## src/rtl/ram_arbiter.sv

```systemverilog
`default_nettype none
// ============================================================================
// ram_arbiter : shared-RAM arbiter for the 6502 core, VGA renderer and UART loader
// Revision    : 1.0
// ============================================================================
module ram_arbiter #(
  parameter int ADDR_WIDTH   = 11,
  parameter int DATA_WIDTH   = 8,
  parameter int SYNC_TIMEOUT = 15
) (
  input  logic                  clk,
  input  logic                  reset_n,
  input  logic [ADDR_WIDTH-1:0] cpu_addr,
  input  logic [DATA_WIDTH-1:0] cpu_wdata,
  input  logic                  cpu_we,
  input  logic                  cpu_sync,
  output logic                  cpu_rdy,
  input  logic                  vga_req,
  input  logic [ADDR_WIDTH-1:0] vga_addr,
  output logic                  vga_gnt,
  input  logic                  uart_req,
  input  logic [ADDR_WIDTH-1:0] uart_addr,
  input  logic [DATA_WIDTH-1:0] uart_wdata,
  input  logic                  uart_we,
  output logic                  uart_gnt,
  output logic [ADDR_WIDTH-1:0] ram_addr,
  output logic [DATA_WIDTH-1:0] ram_wdata,
  output logic                  ram_we,
  output logic [1:0]            owner,
  output logic                  sync_timeout
);

  typedef enum logic [2:0] {
    ST_IDLE    = 3'd0,
    ST_CPU     = 3'd1,
    ST_DRAIN   = 3'd2,
    ST_VGA     = 3'd3,
    ST_UART    = 3'd4,
    ST_RESTORE = 3'd5
  } state_t;

  // The wait counter holds the number of completed waiting cycles, so the
  // halt is taken on the cycle in which it would reach SYNC_TIMEOUT.
  localparam logic [7:0] C_WAIT_LAST = 8'(SYNC_TIMEOUT - 1);

  state_t     r_state;
  state_t     w_next;
  logic [7:0] r_wait;
  logic       w_req;
  logic       w_timeout_hit;
  logic       w_force;
  logic [1:0] w_owner_next;

  assign w_req         = vga_req | uart_req;
  assign w_timeout_hit = (r_wait == C_WAIT_LAST);
  assign w_force       = (r_state == ST_CPU) && w_req && !cpu_sync && w_timeout_hit;

  always_comb begin
    w_next = r_state;
    case (r_state)
      ST_IDLE:    w_next = ST_RESTORE;
      ST_CPU: begin
        if (w_req && (cpu_sync || w_timeout_hit)) w_next = ST_DRAIN;
      end
      ST_DRAIN: begin
        if (vga_req)       w_next = ST_VGA;
        else if (uart_req) w_next = ST_UART;
        else               w_next = ST_RESTORE;
      end
      ST_VGA: begin
        if (!vga_req) w_next = uart_req ? ST_UART : ST_RESTORE;
      end
      ST_UART: begin
        // The loader is never preempted; VGA waits for the release.
        if (!uart_req) w_next = vga_req ? ST_VGA : ST_RESTORE;
      end
      ST_RESTORE: w_next = ST_CPU;
      default:    w_next = ST_IDLE;
    endcase
  end

  always_comb begin
    w_owner_next = 2'b00;
    case (w_next)
      ST_CPU:  w_owner_next = 2'b01;
      ST_VGA:  w_owner_next = 2'b10;
      ST_UART: w_owner_next = 2'b11;
      default: w_owner_next = 2'b00;
    endcase
  end

  // Grants are registered from the next state so they always match r_state.
  always_ff @(posedge clk or negedge reset_n) begin
    if (!reset_n) begin
      r_state      <= ST_IDLE;
      r_wait       <= 8'd0;
      cpu_rdy      <= 1'b0;
      vga_gnt      <= 1'b0;
      uart_gnt     <= 1'b0;
      owner        <= 2'b00;
      sync_timeout <= 1'b0;
    end else begin
      r_state  <= w_next;
      cpu_rdy  <= (w_next == ST_CPU);
      vga_gnt  <= (w_next == ST_VGA);
      uart_gnt <= (w_next == ST_UART);
      owner    <= w_owner_next;
      if ((r_state == ST_CPU) && w_req && (w_next == ST_CPU)) r_wait <= r_wait + 8'd1;
      else                                                     r_wait <= 8'd0;
      if (w_force) sync_timeout <= 1'b1;
    end
  end

  // Outside VGA/UART the CPU address stays on the bus so read data tracks it.
  always_comb begin
    ram_addr  = cpu_addr;
    ram_wdata = cpu_wdata;
    ram_we    = 1'b0;
    case (r_state)
      ST_CPU:  ram_we = cpu_we;
      ST_VGA:  ram_addr = vga_addr;
      ST_UART: begin
        ram_addr  = uart_addr;
        ram_wdata = uart_wdata;
        ram_we    = uart_we;
      end
      default: ram_we = 1'b0;
    endcase
  end

endmodule
`default_nettype wire

```

## config.mk

```make
export PLATFORM = sky130hd
export DESIGN_NAME = ram_arbiter
export DESIGN_NICKNAME = d
export VERILOG_FILES = /design/src/rtl/ram_arbiter.sv
export SDC_FILE = /design/constraint.sdc
export NUM_CORES = 1
export LEC_CHECK = 0
export BUFFER_PORTS_ARGS = -buffer_cell sky130_fd_sc_hd__clkbuf_2
export CORE_ASPECT_RATIO = 0.8
export CORE_MARGIN = 4
export CORE_UTILIZATION = 48
export DETAILED_ROUTE_END_ITERATION = 10
export PLACE_DENSITY = 0.86
export SETUP_SLACK_MARGIN = 0.5
export SLEW_MARGIN = 10
export SYNTH_ARGS = -nofsm -noshare
export SYNTH_HDL_FRONTEND = slang
export SYNTH_SLANG_ARGS = --single-unit
```

## constraint.sdc

```tcl
create_clock -name clk -period 3.9 [get_ports clk]
set_clock_uncertainty 0.2 [all_clocks]
set_input_delay 0.78 -clock clk [delete_from_list [all_inputs] [get_ports clk]]
set_output_delay 0.78 -clock clk [all_outputs]
set_load 0.02 [all_outputs]
```

==> impl_metrics.ini, run 1 <==
[yosys]
synth.top_cells.by_count = dfrtp_1, a21oi_1, a211oi_1, nor3_1
ys_ff_latch = 17
synth_edf_count = 0
yosysSeqAreaShare_pct = 28.45
syn_inst = 175
synth-warning-count = 0
synthTopCellsByArea = dfrtp_1, a211oi_1, mux2_2
synth_top_area_cell = dfrtp_1
synth_area_um2 = 1495
async_flop_share_pct = 100.0
synth_nets = 233
synth_ff_type = dfrtp_1
yosys.area.top_type_share_pct = 28.45
yosysMostFrequentCell = dfrtp_1
avgSynthCellArea_um2 = 8.544
ys_types = 45

[grt]
grt_first_pass_wirelength_mm = 6.734
grt_pass1_vias = 1508
grt_util_all_layers_pct = 19.89
antenna_found_initial = 0
grt_max_degree = 50
grt_overflow = 0

[timing]
fin_crit_sh_pct = 74.85
slew_viol_final = 0
slew_headroom_pct = 48.57
fin_ws_ns = 0.9810
setup_viol = 0
min_period_ns = 2.919
grt_setup_unrepaired = false
worst_slew_pin_slew_ns = 0.7615
timing.hold.ws_ns = 0.2463
final_hold_viol_count = 0
fin_tns_setup_ns = 0
fmax_mhz = 342.6

[critical_path]
cp_cell_sequence = and2_1 > nor3_1 > a211oi_1 > clkbuf_2
r2r_slack_ns = 1.69
crit_type = reg -> out
max_stage_delay_ns = 0.65
cp-start-kind = register
crit_path_end_kind = output pin
crit_path_start = r_state[0]
reg2regPathDepth = 3
worstPathArrival_ns = 1.94
critPathRequiredTime_ns = 2.92
worstSetupEndpoint = ram_addr[7]
path_max_fanout = 20
r2r_start = r_state[0]
reg2reg_to = r_wait[7]
critical-path-slowest-cell = dfrtp_1

[pwr]
internal_power_mw = 0.6170
pwr-share-seq_pct = 22.3
p_sw_mw = 0.6167
power_frac_clock_pct = 10.4
p_leak_nw = 0.8890
pwr-share-comb_pct = 67.4
p_sw_share_pct = 49.99
power.density_nw_per_um2 = 636.6
ir_drop_v = 0.0003307

[floorplan]
dieHeight_um = 57.92
fp-row-count = 17
core-area_um2 = 2872
start_util_pct = 52.07
die_area_um2 = 4078
io_pins = 82
die_x_um = 70.40

[cells_and_area]
antennaDiodeCount = 0
drive_gt1_share_pct = 44.53
area_growth_pct = 29.62
finalNetCount = 306

[drt]
num_vias = 1592
routedWlPerCell_um = 14.09
drc = 0
drt-initial-drc-count = 154
wirelength_mm = 4.016
drtPass1Iterations = 4
ant_nets = 0
vias_per_cell = 5.586

[placed_design]
routabilityCongestion = 0.8508
numPortBuffers = 81
place_ws_ns = 1.245
dp_hpwl_mm = 3.173

[flow_run]
timing.max_cap.violations = 0

[clock_network]
cts_tree = built
htree_levels = 1
ctsResizeCount = 0
clock_tree.root_cell = clkbuf_8
insertion_delay_ns = 0.25
clk_pin_slew_ns = 0.07
clock_path_buffers = 2
cts_buffers = 3
cts_sinks = 17
post-cts-setup-buffer-count = 0
holdBufCountCts = 0

[worst_hold_path]
hold_class = in -> async

[status]
status = complete, no violations
==> state kept, by name, indices dropped and copies added (netlist names) <==
| signal | count |
|---|---|
| r_state | 3 |
| uart_gnt | 1 |
| vga_gnt | 1 |
| sync_timeout | 1 |
| r_wait | 8 |
| owner | 2 |
| cpu_rdy | 1 |
==> metrics by stage <==
stage | area, um2 | utilization [%] | cells | total power [mW]
final | 1938 | 67.49 | 285 | 1.234
after global routing | 1938 | 67.49 | 285 | 1.339
after CTS | 1938 | 67.49 | 285 | 1.240
after detailed placement | 1893 | 65.93 | 281 | 1.108
after global placement | 1893 | 65.93 | 281 | 1.098
after floorplan | 1495 | - | 175 | 0.8993
==> critical path: cells and delay by family, from the launching register on <==
| family | cells | cell delay [ns] |
|---|---|---|
| buf+inv | 1 | 0.22 |
| simple gates | 2 | 0.53 |
| flops | 1 | 0.65 |
| compound gates | 1 | 0.28 |
==> area by class of cell <==
class / instances / area (um2)
Clock buffer: 4 / 45.04
Fill cell: 238 / 933.4
Inverter: 6 / 22.52
Multi-Input combinational cell: 137 / 977.2
Sequential cell: 17 / 425.4
Tap cell: 38 / 47.55
Timing Repair Buffer: 83 / 420.4
==> power groups by stage <==
stage / combinational [mW] / sequential [mW] / clock [mW]
global route: 0.912 / 0.286 / 0.141
detailed placement: 0.830 / 0.278 / 0
CTS: 0.835 / 0.274 / 0.131
global placement: 0.824 / 0.275 / 0
floorplan: 0.634 / 0.266 / 0
finish: 0.831 / 0.275 / 0.128
==> per-layer routing <==
| metal | track usage [%] | vias to the layer above | share of wire (%) |
|---|---|---|---|
| li1 | - | 800 | - |
| met1 | 26.85 | 727 | 44 |
| met2 | 32.93 | 63 | 49 |
| met3 | 4.506 | 2 | 6.6 |
| met4 | 3.825 | 0 | 0.42 |
| met5 | 0 | - | 0 |
==> kinds of logic after synthesis <==
logic type                 share of synthesized area (%)
AOI/OAI and AO/OA                                  23.43
xor gates and xnor gates                           1.758
adders and majority gates                          1.673
buffers and inverters                              6.193
DFF                                                28.45
muxes                                              6.025
and+or+nand+nor                                    32.47
==> how the worst min path moves through the flow <==
stage | from | end | slack (ns) | cells after the start
after floorplan | reset_n | cpu_rdy | 0.28 | 0
after global placement | sync_timeout | sync_timeout | 0.25 | 1
after detailed placement | sync_timeout | sync_timeout | 0.25 | 1
after CTS | reset_n | r_wait[2] | 0.26 | 1
after global routing | reset_n | r_wait[3] | 0.29 | 1
final | reset_n | r_wait[3] | 0.25 | 1
==> placed cells by master, fill, tap and decap left out, drive strengths merged <==
master and instances:
a211oi 14, a21o 2, a21oi 15, a22oi 1
and2 1, and3 1, buf 2, clkbuf 85
dfrtp 17, ha 2, inv 6, mux2 8
nand2 4, nand2b 11, nand3 4, nand3b 1
nand4 1, nand4b 1, nor2 3, nor2b 3
nor3 17, nor3b 2, nor4 1, nor4b 1
nor4bb 1, o211ai 1, o21a 2, o21ai 5
o221ai 1, o22ai 11, o41ai 1, or2 3
or3 4, or3b 12, xnor2 1, xor2 2
Power figures use the tool's default switching activity.
==> run 2, diff against run 1 <==
Settings changed: CORE_UTILIZATION 48 to 45, PLACE_DENSITY 0.86 to 0.82.
Clock period 3.9 ns to 2.8 ns, I/O delays scaled along.
==> run 2 against run 1 <==
Clock power is 39% higher. Combinational power is 120% higher. Clock-buffer cell count is 1 lower. Sequential share of layout area is 4.3 points lower. Final cell count is 7.4% higher. Setup slack worse by 0.63 ns. Total power is 95% higher.
==> impl_metrics.ini, run 2 (synthesis gave the netlist of run 1 again) <==
[pwr]
ir_drop_v = 0.0006257
internal_power_mw = 1.302
pwr-share-comb_pct = 76.2
power.density_nw_per_um2 = 993.8
pwr-share-seq_pct = 16.4
p_sw_share_pct = 45.99
p_leak_nw = 1.073
p_sw_mw = 1.109
power_frac_clock_pct = 7.4

[critical_path]
critPathRequiredTime_ns = 2.04
cp-start-kind = register
crit_path_start = r_state[2]
crit_path_end_kind = output pin
worstPathArrival_ns = 1.69
r2r_start = r_state[2]
reg2regPathDepth = 4
worstSetupEndpoint = ram_addr[5]
crit_type = reg -> out
r2r_slack_ns = 0.64
reg2reg_to = r_wait[5]
path_max_fanout = 7

[grt]
grt_first_pass_wirelength_mm = 7.210
antenna_found_initial = 0
grt_pass1_vias = 1712
grt_util_all_layers_pct = 20.59
grt_overflow = 0
grt_max_degree = 18

[timing]
worst_slew_pin_slew_ns = 0.6676
fmax_mhz = 407.7
min_period_ns = 2.452
fin_tns_setup_ns = 0
setup_viol = 0
grt_setup_unrepaired = true
fin_ws_ns = 0.3475
slew_headroom_pct = 55.16
final_hold_viol_count = 0
fin_crit_sh_pct = 87.59
slew_viol_final = 0

[cells_and_area]
drive_gt1_share_pct = 62.03
fill_cells = 200
reg_top3 = r_wait x8, r_state x3, owner x2
finalNetCount = 325
largest_reg_flops = 8
antennaDiodeCount = 0
layout_common_cells = clkbuf_2, buf_4, dfrtp_1
area_growth_pct = 62.26
regMostFlops = r_wait
final_common_cell = clkbuf_2

[floorplan]
die_x_um = 72.45
io_pins = 82
core-area_um2 = 3131
dieHeight_um = 59.56
start_util_pct = 47.76
die_area_um2 = 4314
fp-row-count = 18

[drt]
vias_per_cell = 5.768
num_vias = 1765
routedWlPerCell_um = 16.47
drc = 0
ant_nets = 0
drtPass1Iterations = 4
drt-initial-drc-count = 59
wirelength_mm = 5.040

[placed_design]
routabilityCongestion = 0.8006
numPortBuffers = 81
place_ws_ns = 0.4419
dp_hpwl_mm = 3.021

[flow_run]
timing.max_cap.violations = 0

[clock_network]
clk_pin_slew_ns = 0.07
holdBufCountCts = 0
cts_tree = built
insertion_delay_ns = 0.25
clock_tree.root_cell = clkbuf_8
clock_path_buffers = 2
cts_sinks = 17
htree_levels = 1
cts_buffers = 3

[status]
status = complete, no violations

[worst_hold_path]
hold_class = in -> async
run 2: changes by cell type in the layout (fill, tap and decap cells not counted), sizes merged:
cell      before  now
inv            6    4
clkinvlp       0    2
clkbuf        85   68
buf            2   37
clkinv         0    1
run 2: how the worst min path moves through the flow:
stage,cells after the start,from,to,slack (ns)
3_3_place_gp,1,sync_timeout,sync_timeout,0.25
2_1_floorplan,0,reset_n,cpu_rdy,0.06
3_5_place_dp,1,sync_timeout,sync_timeout,0.25
5_1_grt,1,reset_n,r_wait[1],0.06
4_1_cts,1,reset_n,r_wait[0],0.04
6_report,1,reset_n,r_wait[0],0.02
run 2: critical path, cell delays in order, from the launching register on:
cell and delay [ns]:
dfrtp_2 0.50, buf_12 0.17, or3b_4 0.37, a21oi_2 0.17
a211oi_2 0.07, buf_4 0.16
run 2: final cells by class:
cell class	instances	area (um2)	share of cell area, %
inverters	6	30.03	1.238
clock inverters	1	5.005	0.2063
well taps	40	50.05	2.063
repair buffers	102	711.9	29.34
flip-flops and latches	17	429.2	17.69
multi-input cells	137	1159	47.76
clock buffers	3	41.29	1.702
run 2: what timing repair did:
| item | CTS | global route |
|---|---|---|
| hold endpoints to repair | 0 | 0 |
| setup buffers | 10 | 5 |
| pin swaps | 3 | 25 |
| setup endpoints to repair | 20 | 21 |
| cloned | 3 | 0 |
| resized for setup | 31 | 61 |
run 2: metrics by stage:
stage	power (mW)	hold slack [ns]	cells	util [%]	area, um2
6_report	2.411	0.02224	306	77.50	2426
5_1_grt	2.549	0.05747	306	77.50	2426
4_1_cts	2.138	0.03795	301	71.66	2243
3_5_place_dp	1.644	0.2536	284	62.79	1966
3_3_place_gp	1.629	0.2489	284	62.79	1966
2_1_floorplan	1.325	0.06441	175	-	1545
run 2: power groups by stage:
stage	logic (mW)	registers (mW)	clock network, mW
3_5_place_dp	1.25	0.393	0
3_3_place_gp	1.24	0.394	0
2_1_floorplan	0.955	0.370	0
4_1_cts	1.59	0.366	0.181
6_report	1.84	0.395	0.178
5_1_grt	1.95	0.405	0.194
run 2: layer usage:
layer	vias to the layer above	part of all wire, %	track usage (%)
li1	842	-	-
met1	835	41	25.91
met2	82	51	36.71
met3	6	7.2	4.576
met4	0	0.63	3.684
met5	-	0	0
==> run 3, diff against run 2 <==
Settings changed: CTS_CLUSTER_SIZE set to 30, REMOVE_ABC_BUFFERS set to 1.
==> run 3 against run 2 <==
Critical path depth unchanged. Worst hold slack improved by 0.0045 ns. Register-to-register slack lost 0.04 ns. Setup slack lost 0.047 ns. Die area unchanged. Clock-buffer cell count grew 1. Cell area rose by 2.1%. Flip-flop and latch count unchanged. Total power up 7.2%. Clock power is 4% higher. Final cell count did not move. Utilization rose by 1.6 points. Critical path type unchanged.
==> impl_metrics.ini, run 3 (synthesis gave the netlist of run 1 again) <==
[status]
status = complete, no violations

[timing]
worst_slew_pin_slew_ns = 0.8105
slew_headroom_pct = 45.26
slew_viol_final = 0
final_hold_viol_count = 0
timing.hold.ws_ns = 0.02672
grt_setup_unrepaired = true
fin_crit_sh_pct = 89.25
fmax_mhz = 400.2
min_period_ns = 2.499
fin_tns_setup_ns = 0
setup_viol = 0

[floorplan]
die_x_um = 72.45
fp-row-count = 18
start_util_pct = 47.76
io_pins = 82
dieHeight_um = 59.56
core-area_um2 = 3131
die_area_um2 = 4314

[critical_path]
path_max_fanout = 9
reg2regPathDepth = 6
crit_path_start = r_state[0]
crit_path_end_kind = output pin
cp_cell_sequence = buf_4 > or2_2 > o22ai_1 > a211oi_1 > clkbuf_4
max_stage_delay_ns = 0.43
r2r_start = r_state[2]
reg2reg_to = r_wait[2]
critical-path-slowest-cell = dfrtp_2
crit_type = reg -> out
cp-start-kind = register
worstPathArrival_ns = 1.74
critPathRequiredTime_ns = 2.04
worstSetupEndpoint = ram_addr[6]
r2r_slack_ns = 0.60

[cells_and_area]
antennaDiodeCount = 0
reg_top3 = r_wait x8, r_state x3, owner x2
final_common_cell = clkbuf_2
fin_util_pct = 79.10
regMostFlops = r_wait
drive_gt1_share_pct = 59.77
layout_common_cells = clkbuf_2, dfrtp_1, buf_4
area_growth_pct = 65.61
fill_cells = 198
largest_reg_flops = 8
finalNetCount = 325

[flow_run]
timing.max_cap.violations = 0

[pwr]
power.density_nw_per_um2 = 1044
ir_drop_v = 0.0008030
p_leak_nw = 1.105

[drt]
drtPass1Iterations = 6
drt-initial-drc-count = 111
wirelength_mm = 5.926
num_vias = 1878
routedWlPerCell_um = 19.37
ant_nets = 0
vias_per_cell = 6.137
drc = 0

[clock_network]
htree_levels = 1
cts_buffers = 3
clock_tree.root_cell = clkbuf_8
clk_pin_slew_ns = 0.06
cts_tree = built
clock_path_buffers = 2
cts_sinks = 17
insertion_delay_ns = 0.25

[placed_design]
dp_hpwl_mm = 2.972
numPortBuffers = 81
routabilityCongestion = 0.8357

[grt]
grt_util_all_layers_pct = 21.27
grt_max_degree = 18
grt_first_pass_wirelength_mm = 7.210
grt_pass1_vias = 1620
antenna_found_initial = 0
grt_overflow = 0

[worst_hold_path]
hold_class = in -> async
-- run 3: cell count changes in the layout (fill, tap and decap cells not counted), moves of 5 or more --
cell and delta:
a211oi_1 +5, a211oi_2 -5, buf_2 +5, buf_4 -10
-- run 3: per-layer routing --
metal  vias to the layer above  global-route usage [%]  wire length [um]
met3                        38                   4.746               618
met5                         -                       0                 0
met4                         0                   9.474               289
met1                       860                   27.80              2232
li1                        845                       -                 -
met2                       135                   33.85              2786
-- run 3: critical path, delay by kind of cell (launching register included) --
kind / cells / cell delay [ns]
AND/OR/NAND/NOR: 1 / 0.36
AO/OA/AOI/OAI: 2 / 0.33
buffers and inverters: 2 / 0.37
flip-flops: 1 / 0.43
-- run 3: what timing repair did --
item	4_1_cts	5_1_grt
cloned	4	3
endpoints found under the setup margin	20	28
pin swaps	4	18
hold buffers	0	0
setup buffers	8	4
resized for setup	14	85
-- run 3: how the worst min path moves through the flow --
| stage | slack (ns) | cells past startpoint | endpoint |
|---|---|---|---|
| after floorplan | 0.06 | 0 | cpu_rdy |
| after global placement | 0.24 | 1 | sync_timeout |
| after CTS | 0.04 | 1 | r_wait[0] |
| after detailed placement | 0.25 | 1 | sync_timeout |
| after global routing | 0.06 | 1 | r_wait[3] |
| final | 0.03 | 1 | r_wait[0] |
-- run 3: cell type report --
class | instances | area (um2) | area share [%]
clock buffer | 4 | 45.04 | 1.819
inverter | 6 | 30.03 | 1.213
multi-input combinational | 138 | 1151 | 46.49
sequential | 17 | 429.2 | 17.33
tap | 40 | 50.05 | 2.021
timing repair buffer | 100 | 763.2 | 30.82
timing repair inverter | 1 | 7.507 | 0.3032
-- run 3: power breakdown --
part / switching [mW] / internal (mW) / leakage [nW] / total, mW
combinational: 1.01 / 1.00 / 0.860 / 2.01
sequential: 0.0775 / 0.307 / 0.223 / 0.384
clock: 0.0839 / 0.101 / 0.0228 / 0.185
-- run 3: metrics by stage --
stage	instance area [um2]	total power [mW]	instances	setup slack, ns
after global placement	1908	1.543	283	0.4709
after global routing	2476	2.702	306	0.2624
after floorplan	1425	1.183	160	-0.3542
after CTS	2147	2.050	299	0.3334
final	2476	2.584	306	0.3010
after detailed placement	1908	1.558	283	0.3916
